<file path="src/rtl/fifo_rd_stream.sv">
// fifo_rd_stream
//
// Drains the read port of the dual-clock FIFO and turns it into a valid/ready
// stream. Everything here runs in the read clock domain. The stream sustains
// one word per cycle when the FIFO has data and downstream is ready.
//
// The FIFO returns data one cycle after a read request. A 2-entry holding
// buffer absorbs that latency, so read requests can run ahead of downstream
// acceptance by up to two words.
//
// The output stream is framed into bursts of BURST_LEN words. m_last marks the
// final word of each burst. A running count of accepted words is also kept.
//
// Ports:
//   rclk        read-domain clock, rising edge
//   rrst        synchronous active-high reset
//   fifo_empty  FIFO empty flag (rclk domain)
//   fifo_data   FIFO read data, valid the cycle after an accepted read
//   fifo_r_en   FIFO read request
//   m_valid     stream word valid
//   m_ready     downstream accept
//   m_data      stream data (holding buffer head)
//   m_last      last word of the current burst
//   words_out   words accepted since reset, wraps modulo 2^CNT_WIDTH
//   idle        nothing buffered, nothing in flight, FIFO empty
module fifo_rd_stream #(
  parameter int DATA_WIDTH = 8,
  parameter int BURST_LEN  = 4,
  parameter int CNT_WIDTH  = 16
) (
  input  logic                  rclk,
  input  logic                  rrst,
  input  logic                  fifo_empty,
  input  logic [DATA_WIDTH-1:0] fifo_data,
  output logic                  fifo_r_en,
  output logic                  m_valid,
  input  logic                  m_ready,
  output logic [DATA_WIDTH-1:0] m_data,
  output logic                  m_last,
  output logic [CNT_WIDTH-1:0]  words_out,
  output logic                  idle
);

  // The burst counter is sized for the widest legal BURST_LEN (65535).
  localparam logic [15:0] LAST_IDX = 16'(BURST_LEN - 1);

  logic [DATA_WIDTH-1:0] head_data;
  logic [DATA_WIDTH-1:0] tail_data;
  logic [1:0]            held;
  logic                  inflight;
  logic [15:0]           burst_cnt;
  logic [CNT_WIDTH-1:0]  word_cnt;
  logic                  pop;
  logic [2:0]            occupancy;

  assign pop       = m_valid && m_ready;
  assign occupancy = {1'b0, held} + {2'b00, inflight};

  // A new read is only issued when the buffer is guaranteed to have room for
  // the word when it returns next cycle. That is the case when the occupancy
  // after this cycle's pop is below two. pop can only be 1 when held > 0,
  // so the subtraction never underflows.
  assign fifo_r_en = !rrst && !fifo_empty && ((occupancy - {2'b00, pop}) < 3'd2);

  assign m_valid   = (held != 2'd0);
  assign m_data    = head_data;
  // This depends only on registers that change on a pop, so it holds stable
  // while the stream is stalled.
  assign m_last    = m_valid && (burst_cnt == LAST_IDX);
  assign words_out = word_cnt;
  assign idle      = (held == 2'd0) && !inflight && fifo_empty;

  // The holding buffer is a two-deep shift register with the head at the
  // output. A returning word goes to the first free slot, taking into
  // account a pop happening in the same cycle.
  always_ff @(posedge rclk) begin
    if (rrst) begin
      head_data <= '0;
      tail_data <= '0;
      held      <= 2'd0;
      inflight  <= 1'b0;
    end else begin
      inflight <= fifo_r_en;
      case ({inflight, pop})
        2'b10: begin
          if (held == 2'd0) begin
            head_data <= fifo_data;
          end else begin
            tail_data <= fifo_data;
          end
          held <= held + 2'd1;
        end
        2'b01: begin
          head_data <= tail_data;
          held      <= held - 2'd1;
        end
        2'b11: begin
          if (held == 2'd1) begin
            head_data <= fifo_data;
          end else begin
            head_data <= tail_data;
            tail_data <= fifo_data;
          end
        end
        default: begin
        end
      endcase
    end
  end

  // The burst position and the delivered-word count advance on every
  // accepted word. The burst position restarts after the word flagged last.
  always_ff @(posedge rclk) begin
    if (rrst) begin
      burst_cnt <= 16'd0;
      word_cnt  <= '0;
    end else if (pop) begin
      word_cnt <= word_cnt + 1'b1;
      if (m_last) begin
        burst_cnt <= 16'd0;
      end else begin
        burst_cnt <= burst_cnt + 16'd1;
      end
    end
  end

  // The read-issue rule must make a capture into a full buffer impossible.
  a_no_overflow : assert property (@(posedge rclk) disable iff (rrst)
    !(inflight && !pop && (held == 2'd2)));

  a_held_range : assert property (@(posedge rclk) disable iff (rrst)
    held != 2'd3);

endmodule

</file>
<file path="config.mk">
export PLATFORM = sky130hd
export DESIGN_NAME = fifo_rd_stream
export DESIGN_NICKNAME = d
export VERILOG_FILES = /design/src/rtl/fifo_rd_stream.sv
export SDC_FILE = /design/constraint.sdc
export NUM_CORES = 1
export LEC_CHECK = 0
export ABC_AREA = 1
export CAP_MARGIN = 20
export CORE_ASPECT_RATIO = 1.4
export CORE_MARGIN = 8
export CORE_UTILIZATION = 40
export DETAILED_ROUTE_END_ITERATION = 16
export SKIP_LAST_GASP = 1
export SYNTH_ARGS = -nofsm -noshare
export SYNTH_HDL_FRONTEND = slang
export SYNTH_SLANG_ARGS = --single-unit
</file>
<file path="constraint.sdc">
create_clock -name rclk -period 3.6 [get_ports rclk]
set_input_delay 0.36 -clock rclk [delete_from_list [all_inputs] [get_ports rclk]]
set_output_delay 0.36 -clock rclk [all_outputs]
set_load 0.01 [all_outputs]
</file>
==> metrics, run 1 <==
overall power after layout roughly 1.6 mW; Worst Skew roughly 0.0036 ns; area of the die approximately 0.0092 mm²; Max Clk Rate roughly 300 MHz; maximum root-to-sink buffer count 2; leading cell types in the layout, fill and taps excluded 79 x sky130_fd_sc_hd__nor2_1, 69 x sky130_fd_sc_hd__nand2_1, 50 x sky130_fd_sc_hd__dfxtp_1; status finished clean; Post-DP Area approximately 0.003 mm²; largest fanout of any net on the critical path 5; count of buffers from port buffering 39; standard-cell rows 34; relative max-transition margin ~75%; number of setup buffers added after CTS 0; Worst Hold Path EP m_data[4]$_SDFFE_PP0P_; Synth area leader sky130_fd_sc_hd__dfxtp_1; CP Data Arrival Time 2.95 ns; Worst-Margin Slew about 0.37 ns; cell depth of the worst flop-to-flop path 10; initial core utilization between 40% and 50%; number of register bits inferred by synthesis around 50; Max IR drop VDD 0.275 mV; hold path start m_data[4]$_SDFFE_PP0P_; warning count from the yosys run 0; largest cells by area after synthesis sky130_fd_sc_hd__dfxtp_1 40%, sky130_fd_sc_hd__nor2_1 12%, sky130_fd_sc_hd__nand2_1 10%; I/O Pins 40; TNS Setup 0 ns; detailed-placement wirelength estimate roughly 4.6 mm; Overall Global Routing Usage around 14%; clock-pin slew of the registers on the worst-case setup and hold paths 0.09 ns; Min-Delay Path Depth 2; Worst Setup Slack post-DPL about 0.45 ns; clock latency at the later pin of the worst-skew pair approximately 0.3 ns; remaining routing DRC violations 0; leading cell type in the layout, fill and taps excluded sky130_fd_sc_hd__nor2_1; synthesis-to-finish area growth 22.7%; proportion of netlist area held by the largest area contributor about two fifths; first-pass iteration count of the detailed router 4; Worst Setup Path Type flop to output port; worst setup margin about 0.29 ns; # diodes 0; CTS buffer count 5; DR iter-0 viols 113; Die Ht 110 µm; Clock Sink Count 51; number of max-capacitance violations reported 0; global-route wire length before repair about 11 mm; antenna-violating nets left 0; number of antenna violations at the first check in global routing 0; syn_area_per_cell 6.76 µm²; RSZ-0062 raised after global routing false; Tmin final 3.31 ns; floorplan core area between 0.006 and 0.007 mm²; hold crit path type flop to flop; required time of the critical path about 3.2 ns; final cell utilization of the core ~50%; number of levels the H-tree was split into 2; chip width 83.2 µm; layout cell share with drive strength beyond 1 6.22%; routed wire length 6.11 mm; cell count after synthesis ~370; final critical-path share of the clock period just over 90%; routability congestion estimate between 0.8 and 0.9; final hold violations 0; Setup crit end kind output port; area of all placed cells without fillers about 0.0031 mm²; Routed wire per std cell around 12 µm; reg-to-reg critical path endpoint inflight$_SDFF_PP0_; flop2flop setup slack roughly 1.5 ns; Final #Nets between 400 and 500; TritonCTS clock tree yes; summed instance area of the synthesized netlist 0.00253 mm²; Setup crit start kind flop; number of failing setup endpoints in the final timing report 0; leakage component of the power 1.25 nW; Root Buffer sky130_fd_sc_hd__clkbuf_8; reg-to-reg critical path startpoint held[1]$_SDFFE_PP0N_; vias roughly 2400; power density over cell area about 520 mW/mm²; post-synth cell types 29; share of synthesized area occupied by flip-flops and latches around 40%; net count after synthesis slightly below 400; number of global-route vias before repair roughly 2400; largest net degree at the start of global routing 30; global route overflow 0; drt via density ~4.9; number of pins exceeding their max-slew limit in the final report 0
==> state kept, by name (all words and copies together) (netlist names) <==
name	cells
m_data	8
inflight	1
words_out	16
tail_data	8
burst_cnt	16
held	2
==> per-layer routing <==
layer	global-route usage, %	vias to the layer above	part of all wire (%)
met5	0	-	0
met4	6.93	0	2.7
met3	3.68	15	4.3
met2	25.9	44	50
met1	14.8	1083	43
li1	-	1270	-
==> critical path: stages, from the launching register on <==
cell and delay (ns):
sky130_fd_sc_hd__dfxtp_2 0.38, sky130_fd_sc_hd__inv_1 0.07, sky130_fd_sc_hd__ha_1 0.23, sky130_fd_sc_hd__inv_2 0.12
sky130_fd_sc_hd__nand2_2 0.06, sky130_fd_sc_hd__ha_1 0.29, sky130_fd_sc_hd__nor2_1 0.15, sky130_fd_sc_hd__inv_1 0.08
sky130_fd_sc_hd__fa_1 0.50, sky130_fd_sc_hd__nand2_1 0.06, sky130_fd_sc_hd__nor3_1 0.16, sky130_fd_sc_hd__clkdlybuf4s50_1 0.56
==> per-stage QoR <==
step           hold slack, ns  std cells
3_5_place_dp            0.461        482
3_3_place_gp            0.460        482
5_1_grt                 0.500        490
6_report                0.477        490
4_1_cts                 0.481        490
2_1_floorplan           0.429        374
==> worst max-delay path by stage <==
| stage | from | endpoint | slack [ns] | depth (start not counted) |
|---|---|---|---|---|
| after floorplan | held[1]$_SDFFE_PP0N_ | fifo_r_en | 0.83 | 11 |
| after global placement | m_ready | fifo_r_en | 0.49 | 9 |
| after detailed placement | m_ready | fifo_r_en | 0.45 | 9 |
| after CTS | held[1]$_SDFFE_PP0N_ | fifo_r_en | 0.18 | 11 |
| after global routing | held[1]$_SDFFE_PP0N_ | fifo_r_en | 0.06 | 11 |
| final | held[1]$_SDFFE_PP0N_ | fifo_r_en | 0.29 | 11 |
==> synth_stat cells <==
| cell type | instances |
|---|---|
| sky130_fd_sc_hd__nor2_1 | 79 |
| sky130_fd_sc_hd__nand2_2 | 3 |
| sky130_fd_sc_hd__buf_6 | 1 |
| sky130_fd_sc_hd__nor3b_1 | 1 |
| sky130_fd_sc_hd__inv_1 | 46 |
| sky130_fd_sc_hd__nor4_1 | 2 |
| sky130_fd_sc_hd__xnor2_1 | 3 |
| sky130_fd_sc_hd__buf_2 | 1 |
| sky130_fd_sc_hd__fa_1 | 1 |
| sky130_fd_sc_hd__inv_2 | 3 |
| sky130_fd_sc_hd__o21ai_1 | 5 |
| sky130_fd_sc_hd__nand2_1 | 69 |
| sky130_fd_sc_hd__xor2_1 | 5 |
| sky130_fd_sc_hd__nand3b_1 | 1 |
| sky130_fd_sc_hd__or2_2 | 3 |
| sky130_fd_sc_hd__nor3_1 | 9 |
| sky130_fd_sc_hd__nand3_2 | 1 |
| sky130_fd_sc_hd__dfxtp_1 | 51 |
| sky130_fd_sc_hd__nand4_1 | 6 |
| sky130_fd_sc_hd__o21ai_0 | 28 |
| sky130_fd_sc_hd__clkbuf_1 | 4 |
| sky130_fd_sc_hd__a21oi_1 | 23 |
| sky130_fd_sc_hd__nor3_4 | 1 |
| sky130_fd_sc_hd__ha_1 | 5 |
| sky130_fd_sc_hd__nor3_2 | 2 |
| sky130_fd_sc_hd__nor2_2 | 1 |
| sky130_fd_sc_hd__or2_0 | 1 |
| sky130_fd_sc_hd__nand3_1 | 18 |
| sky130_fd_sc_hd__inv_4 | 1 |
==> cell families (layout without fill, tap and decap cells) <==
family,after synthesis,after routing,share of synthesized area (%)
buf+inv,56,100,8.76
xor+xnor,8,8,2.77
flops,51,51,40.4
compound gates,56,56,11.1
fa+ha+maj,6,6,3.27
simple gates,197,197,33.7
==> power by group <==
part	leakage (nW)	switching (mW)	internal, mW
Sequential	0.414	0.0584	0.653
Clock	0.0515	0.184	0.176
Combinational	0.782	0.300	0.239
Total	1.25	0.542	1.07
==> area by class of cell <==
type / instances / area [µm²]
clock buffer: 8 / 100
fill: 632 / 3070
multi-input combinational: 267 / 1280
timing repair buffer: 42 / 413
tap: 72 / 90.1
inverter: 50 / 190
sequential: 51 / 1020
==> repair_timing <==
item | CTS | global route
resized for setup | 0 | 1
setup endpoints to repair | 0 | 1
hold buffers | 0 | 0
Power figures use the tool's default switching activity.
==> inputs of run 2 (changes only) <==
==> constraint.sdc (replaced) <==
create_clock -name rclk -period 3.3 [get_ports rclk]
set_input_delay 0.33 -clock rclk [delete_from_list [all_inputs] [get_ports rclk]]
set_output_delay 0.33 -clock rclk [all_outputs]
set_load 0.01 [all_outputs]
==> metrics, run 2 (synthesized netlist as in run 1, its figures left out) <==
I/O Pins 40 (unchanged); detailed-placement wirelength estimate 4.64 mm (+0.59%); drt via density 4.90 (-0.49%); worst setup margin 0.428 ns (+0.142 ns); TritonCTS clock tree yes; power density over cell area 565 mW/mm² (+8.7%); final hold violations 0 (unchanged); antenna-violating nets left 0 (unchanged); worst-case hold slack 0.478 ns (+0.000916 ns); Worst Setup Path Type flop to output port; clock latency at the later pin of the worst-skew pair 0.30 ns (about the same); global route overflow 0 (unchanged); final critical-path share of the clock period between 80% and 90%; number of failing setup endpoints in the final timing report 0 (unchanged); global-route wire length before repair 10.8 mm (+0.77%); number of antenna violations at the first check in global routing 0 (unchanged); synthesis-to-finish area growth 23.1%; number of levels the H-tree was split into 2 (unchanged); Max Clk Rate 348 MHz; number of pins exceeding their max-slew limit in the final report 0 (unchanged); number of max-capacitance violations reported 0 (unchanged); TNS Setup 0 ns (unchanged); register share of total power 44.3% (about the same); CP Data Arrival Time 2.54 ns (-0.41 ns); layout cell share with drive strength beyond 1 6.44% (+0.22 points); remaining routing DRC violations 0 (unchanged); Setup crit end kind output port; part of the total power dissipated in combinational logic 33.2% (-0.3 points); Worst Setup Slack post-DPL 0.267 ns (-0.179 ns); chip width 83.2 µm (unchanged); count of buffers from port buffering 39 (unchanged); Max IR drop VDD 0.318 mV (+16%); hold crit path type flop to flop; # diodes 0 (unchanged); number of global-route vias before repair 2379 (-1.3%); sw power 592 µW (+9.3%); Clock Sink Count 51 (unchanged); DR iter-0 viols 152 (+35%); Die Ht 110 µm (unchanged); leading cell types in the layout, fill and taps excluded 79 x sky130_fd_sc_hd__nor2_1, 69 x sky130_fd_sc_hd__nand2_1, 50 x sky130_fd_sc_hd__dfxtp_1; routability congestion estimate 0.879 (+4.1%); required time of the critical path 2.97 ns (-0.27 ns); Root Buffer sky130_fd_sc_hd__clkbuf_8; largest fanout of any net on the critical path 5 (unchanged); Final #Nets 436 (+0.23%); cell internal pwr 1.16 mW (+9.0%); sw frac 33.7% (+0.064 points); Setup crit start kind flop; initial core utilization 41.0% (unchanged); routed wire length 6.11 mm (about the same); clock-pin slew of the registers on the worst-case setup and hold paths 0.09 ns (about the same); vias 2405 (-0.29%); leading cell type in the layout, fill and taps excluded sky130_fd_sc_hd__nor2_1; first-pass iteration count of the detailed router 4 (unchanged); maximum root-to-sink buffer count 2 (unchanged); Tmin final roughly 2.9 ns; largest net degree at the start of global routing 30 (unchanged); Worst Skew 0.00804 ns (+0.00442 ns); Overall Global Routing Usage 14.1% (-0.042 points); Routed wire per std cell 12.4 µm (-0.24%); floorplan core area 0.00617 mm² (unchanged); clock group share of total power 22.5% (+0.2 points); Worst-Margin Slew 0.353 ns (-0.0195 ns); standard-cell rows 34 (unchanged); status finished clean; number of setup buffers added after CTS 0 (unchanged); area of the die 0.00915 mm² (unchanged); relative max-transition margin 76.4% (+1.3 points); CTS buffer count 5 (unchanged); leakage component of the power 1.27 nW (+1.7%); number of filler cells placed in the layout 633 (+0.16%); RSZ-0062 raised after global routing false
-- run 2: changes by cell type in the layout (fill, tap and decap cells not counted) --
cell,previous run,this run
sky130_fd_sc_hd__buf_4,3,4
sky130_fd_sc_hd__dlymetal6s2s_1,0,1
sky130_fd_sc_hd__clkdlybuf4s50_1,39,38
-- run 2: path summary, 6_finish.rpt --
check        slack, ns              startpoint  depth (start not counted)                      to
max               0.43    held[1]$_SDFFE_PP0N_                         11               fifo_r_en
min reg2reg       0.48  m_data[4]$_SDFFE_PP0P_                          2  m_data[4]$_SDFFE_PP0P_
max reg2reg       1.18    held[1]$_SDFFE_PP0N_                         10     inflight$_SDFF_PP0_
min               0.48  m_data[4]$_SDFFE_PP0P_                          2  m_data[4]$_SDFFE_PP0P_
-- run 2: timing repair --
item | in CTS | in global routing
setup endpoints to repair | 1 | 1
resized for setup | 1 | 1
hold buffers | 0 | 0
-- run 2: per-layer routing --
| layer | vias up | part of all wire (%) | global-route usage, % |
|---|---|---|---|
| li1 | 1273 | - | - |
| met1 | 1087 | 43 | 15.1 |
| met2 | 37 | 50 | 26.4 |
| met3 | 8 | 4.7 | 3.53 |
| met4 | 0 | 1.6 | 4.79 |
| met5 | - | 0 | 0 |
-- run 2: critical path, cell delays in order (launching register included) --
cell                             delay (ns)
sky130_fd_sc_hd__dfxtp_2               0.38
sky130_fd_sc_hd__inv_1                 0.07
sky130_fd_sc_hd__ha_1                  0.23
sky130_fd_sc_hd__inv_2                 0.10
sky130_fd_sc_hd__nand2_2               0.06
sky130_fd_sc_hd__ha_1                  0.29
sky130_fd_sc_hd__nor2_1                0.14
sky130_fd_sc_hd__inv_1                 0.08
sky130_fd_sc_hd__fa_1                  0.50
sky130_fd_sc_hd__nand2_1               0.06
sky130_fd_sc_hd__nor3_1                0.15
sky130_fd_sc_hd__dlymetal6s2s_1        0.18
-- run 2: through the flow --
stage	instance area, µm²	instances	power, mW	utilization, %
after floorplan	2530	374	1.15	-
after global placement	3010	483	1.38	48.7
after detailed placement	3010	483	1.38	48.7
after CTS	3110	491	1.78	50.4
after global routing	3110	491	1.89	50.4
final	3110	491	1.76	50.4
-- run 2: layout make-up --
cell class                 count  area (µm²)  share of cell area, %
clock buffer                   8         100                   3.22
tap                           72        90.1                   2.90
timing repair buffer          43         423                   13.6
inverter                      50         190                   6.11
multi-input combinational    267        1280                   41.3
sequential                    51        1020                   32.9
-- run 2: power groups by stage --
| stage | sequential, mW | combinational (mW) | clock, mW |
|---|---|---|---|
| 3_5_place_dp | 0.794 | 0.589 | 0 |
| 5_1_grt | 0.793 | 0.668 | 0.434 |
| 4_1_cts | 0.781 | 0.593 | 0.404 |
| 3_3_place_gp | 0.792 | 0.585 | 0 |
| 2_1_floorplan | 0.802 | 0.348 | 0 |
| 6_report | 0.778 | 0.583 | 0.395 |
==> inputs of run 3 (changes only) <==
--- a/config.mk
+++ b/config.mk
@@ -8,9 +8,11 @@
 export ABC_AREA = 1
 export CAP_MARGIN = 20
 export CORE_ASPECT_RATIO = 1.4
-export CORE_MARGIN = 8
+export CORE_MARGIN = 4
 export CORE_UTILIZATION = 40
 export DETAILED_ROUTE_END_ITERATION = 16
+export GPL_ROUTABILITY_DRIVEN = 0
+export PLACE_DENSITY = 0.68
 export SKIP_LAST_GASP = 1
 export SYNTH_ARGS = -nofsm -noshare
 export SYNTH_HDL_FRONTEND = slang
==> metrics, run 3 (synthesized netlist as in run 1, its figures left out) <==
highest metal used met4; Worst-Margin Slew 0.375 ns (+0.0216 ns); TritonCTS clock tree yes; standard-cell rows 34 (unchanged); power density over cell area 587 mW/mm² (+4.0%); critical-path cell list inv_1 > ha_1 > inv_2 > nand2_2 > ha_1 > nor2_1 > inv_1 > fa_1 > nand2_1 > nor3_1 > dlygate4sd2_1; number of antenna violations at the first check in global routing 0 (unchanged); number of max-capacitance violations reported 0 (unchanged); leading cell types in the layout, fill and taps excluded 79 x sky130_fd_sc_hd__nor2_1, 69 x sky130_fd_sc_hd__nand2_1, 50 x sky130_fd_sc_hd__dfxtp_1; floorplan core area 0.00617 mm² (unchanged); Max Clk Rate 331 MHz (-5.0%); relative max-transition margin 74.9% (-1.4 points); Worst Setup Path Type flop to output port; CTS buffer count 5 (unchanged); drt via density 4.98 (+1.7%); global-route wire length before repair 10.1 mm (-6.4%); DR iter-0 viols 176 (+16%); hold crit path type flop to flop; leading cell type in the layout, fill and taps excluded sky130_fd_sc_hd__nor2_1; leakage component of the power 1.25 nW (-1.1%); largest net degree at the start of global routing 30 (unchanged); remaining routing DRC violations 0 (unchanged); Setup crit start kind flop; number of setup buffers added after CTS 0 (unchanged); detailed-routed wire length on met3 303 µm (+5.2%); Worst Skew 0.00579 ns (-0.00226 ns); Tmin final 3.02 ns (+0.151 ns); vias 2440 (+1.5%); Routed wire per std cell 12.3 µm (-1.2%); Overall Global Routing Usage 16.9% (+2.8 points); count of buffers from port buffering 39 (unchanged); number of filler cells placed in the layout 627 (-0.95%); critical path's largest stage delay 0.51 ns (about the same); maximum root-to-sink buffer count 2 (unchanged); Die Ht 102 µm (-7.3%); # diodes 0 (unchanged); number of levels the H-tree was split into 2 (unchanged); synthesis-to-finish area growth 23.2%; Clock Sink Count 51 (unchanged); initial core utilization 41.0% (unchanged); routed wire length 6.02 mm (-1.4%); multi-input logic area 0.00128 mm² (unchanged); RSZ-0062 raised after global routing false; global route overflow 0 (unchanged); chip width 75.2 µm (-9.6%); layout cell share with drive strength beyond 1 6.46% (+0.015 points); register area 0.00102 mm² (unchanged); slowest stage cell, crit path sky130_fd_sc_hd__fa_1; detailed-placement wirelength estimate 4.51 mm (-2.8%); clock-pin slew of the registers on the worst-case setup and hold paths 0.10 ns (about the same); number of global-route vias before repair 2283 (-4.0%); first-pass iteration count of the detailed router 4 (unchanged); Final #Nets 435 (-0.23%); TNS Setup 0 ns (unchanged); status finished clean; final cell utilization of the core 50.5% (+0.061 points); required time of the critical path 2.97 ns (about the same); number of failing setup endpoints in the final timing report 0 (unchanged); largest fanout of any net on the critical path 5 (unchanged); area of the die 0.00767 mm² (-16%); antenna-violating nets left 0 (unchanged); Max IR drop VDD 0.339 mV (+6.7%); I/O Pins 40 (unchanged); Setup crit end kind output port; final hold violations 0 (unchanged); wire length on met1 2.56 mm (-3.1%); Root Buffer sky130_fd_sc_hd__clkbuf_8; final critical-path share of the clock period 91.6% (+4.6 points); met2 WL 3.01 mm (-2.0%); clock latency at the later pin of the worst-skew pair 0.31 ns (about the same); CP Data Arrival Time 2.69 ns (+0.15 ns); number of pins exceeding their max-slew limit in the final report 0 (unchanged)
-- run 3: cell types whose count changed in the layout (fill, tap and decap cells not counted) --
cell	change
sky130_fd_sc_hd__bufinv_16	+1
sky130_fd_sc_hd__dlymetal6s2s_1	-1
sky130_fd_sc_hd__inv_6	+1
sky130_fd_sc_hd__dlygate4sd2_1	+1
sky130_fd_sc_hd__clkinvlp_4	+1
sky130_fd_sc_hd__clkbuf_1	-1
sky130_fd_sc_hd__clkbuf_8	-2
sky130_fd_sc_hd__buf_4	-1
-- run 3: critical path, delay by kind of cell, from the launching register on --
kind	cells	cell delay, ns
AND/OR/NAND/NOR	4	0.43
buffers and inverters	4	0.55
flip-flops	1	0.36
adder cells (fa/ha/maj)	3	1.04
-- run 3: path summary, 6_finish.rpt --
path / slack (ns) / start / to / depth (start not counted)
setup / recovery: 0.28 / held[0]$_SDFFE_PP0N_ / fifo_r_en / 11
hold / removal: 0.47 / m_data[1]$_SDFFE_PP0P_ / m_data[1]$_SDFFE_PP0P_ / 2
setup reg to reg: 1.10 / held[0]$_SDFFE_PP0N_ / inflight$_SDFF_PP0_ / 10
hold reg to reg: 0.47 / m_data[1]$_SDFFE_PP0P_ / m_data[1]$_SDFFE_PP0P_ / 2
-- run 3: repair_timing --
| action | CTS | global route |
|---|---|---|
| resized for setup | 2 | 0 |
| endpoints found under the setup margin | 1 | 0 |
| hold buffers | 0 | 0 |
-- run 3: layout make-up --
type,instances,share of cell area (%)
well taps,72,2.89
flip-flops and latches,51,32.8
multi-input cells,267,41.3
clock inverters,3,1.49
inverters,50,6.11
clock buffers,5,2.21
repair buffers,42,13.2
-- run 3: power by group --
| group | internal, mW | switching, mW | total, mW |
|---|---|---|---|
| Sequential | 0.713 | 0.0636 | 0.776 |
| Combinational | 0.259 | 0.340 | 0.599 |
| Clock | 0.229 | 0.226 | 0.454 |
-- run 3: routing by layer --
metal | vias to the layer above | track usage, %
met3 | 12 | 4.23
li1 | 1275 | -
met1 | 1102 | 20.4
met5 | - | 0
met4 | 0 | 6.73
met2 | 51 | 28.4
-- run 3: stage by stage --
stage	cells	setup WS, ns	total power [mW]	instance area, µm²	hold WS (ns)
after global routing	490	0.0818	1.96	3110	0.504
after detailed placement	482	0.231	1.39	3000	0.461
final	490	0.278	1.83	3110	0.475
after floorplan	374	0.556	1.15	2530	0.399
after global placement	482	0.199	1.38	3000	0.456
after CTS	490	0.249	1.85	3110	0.477
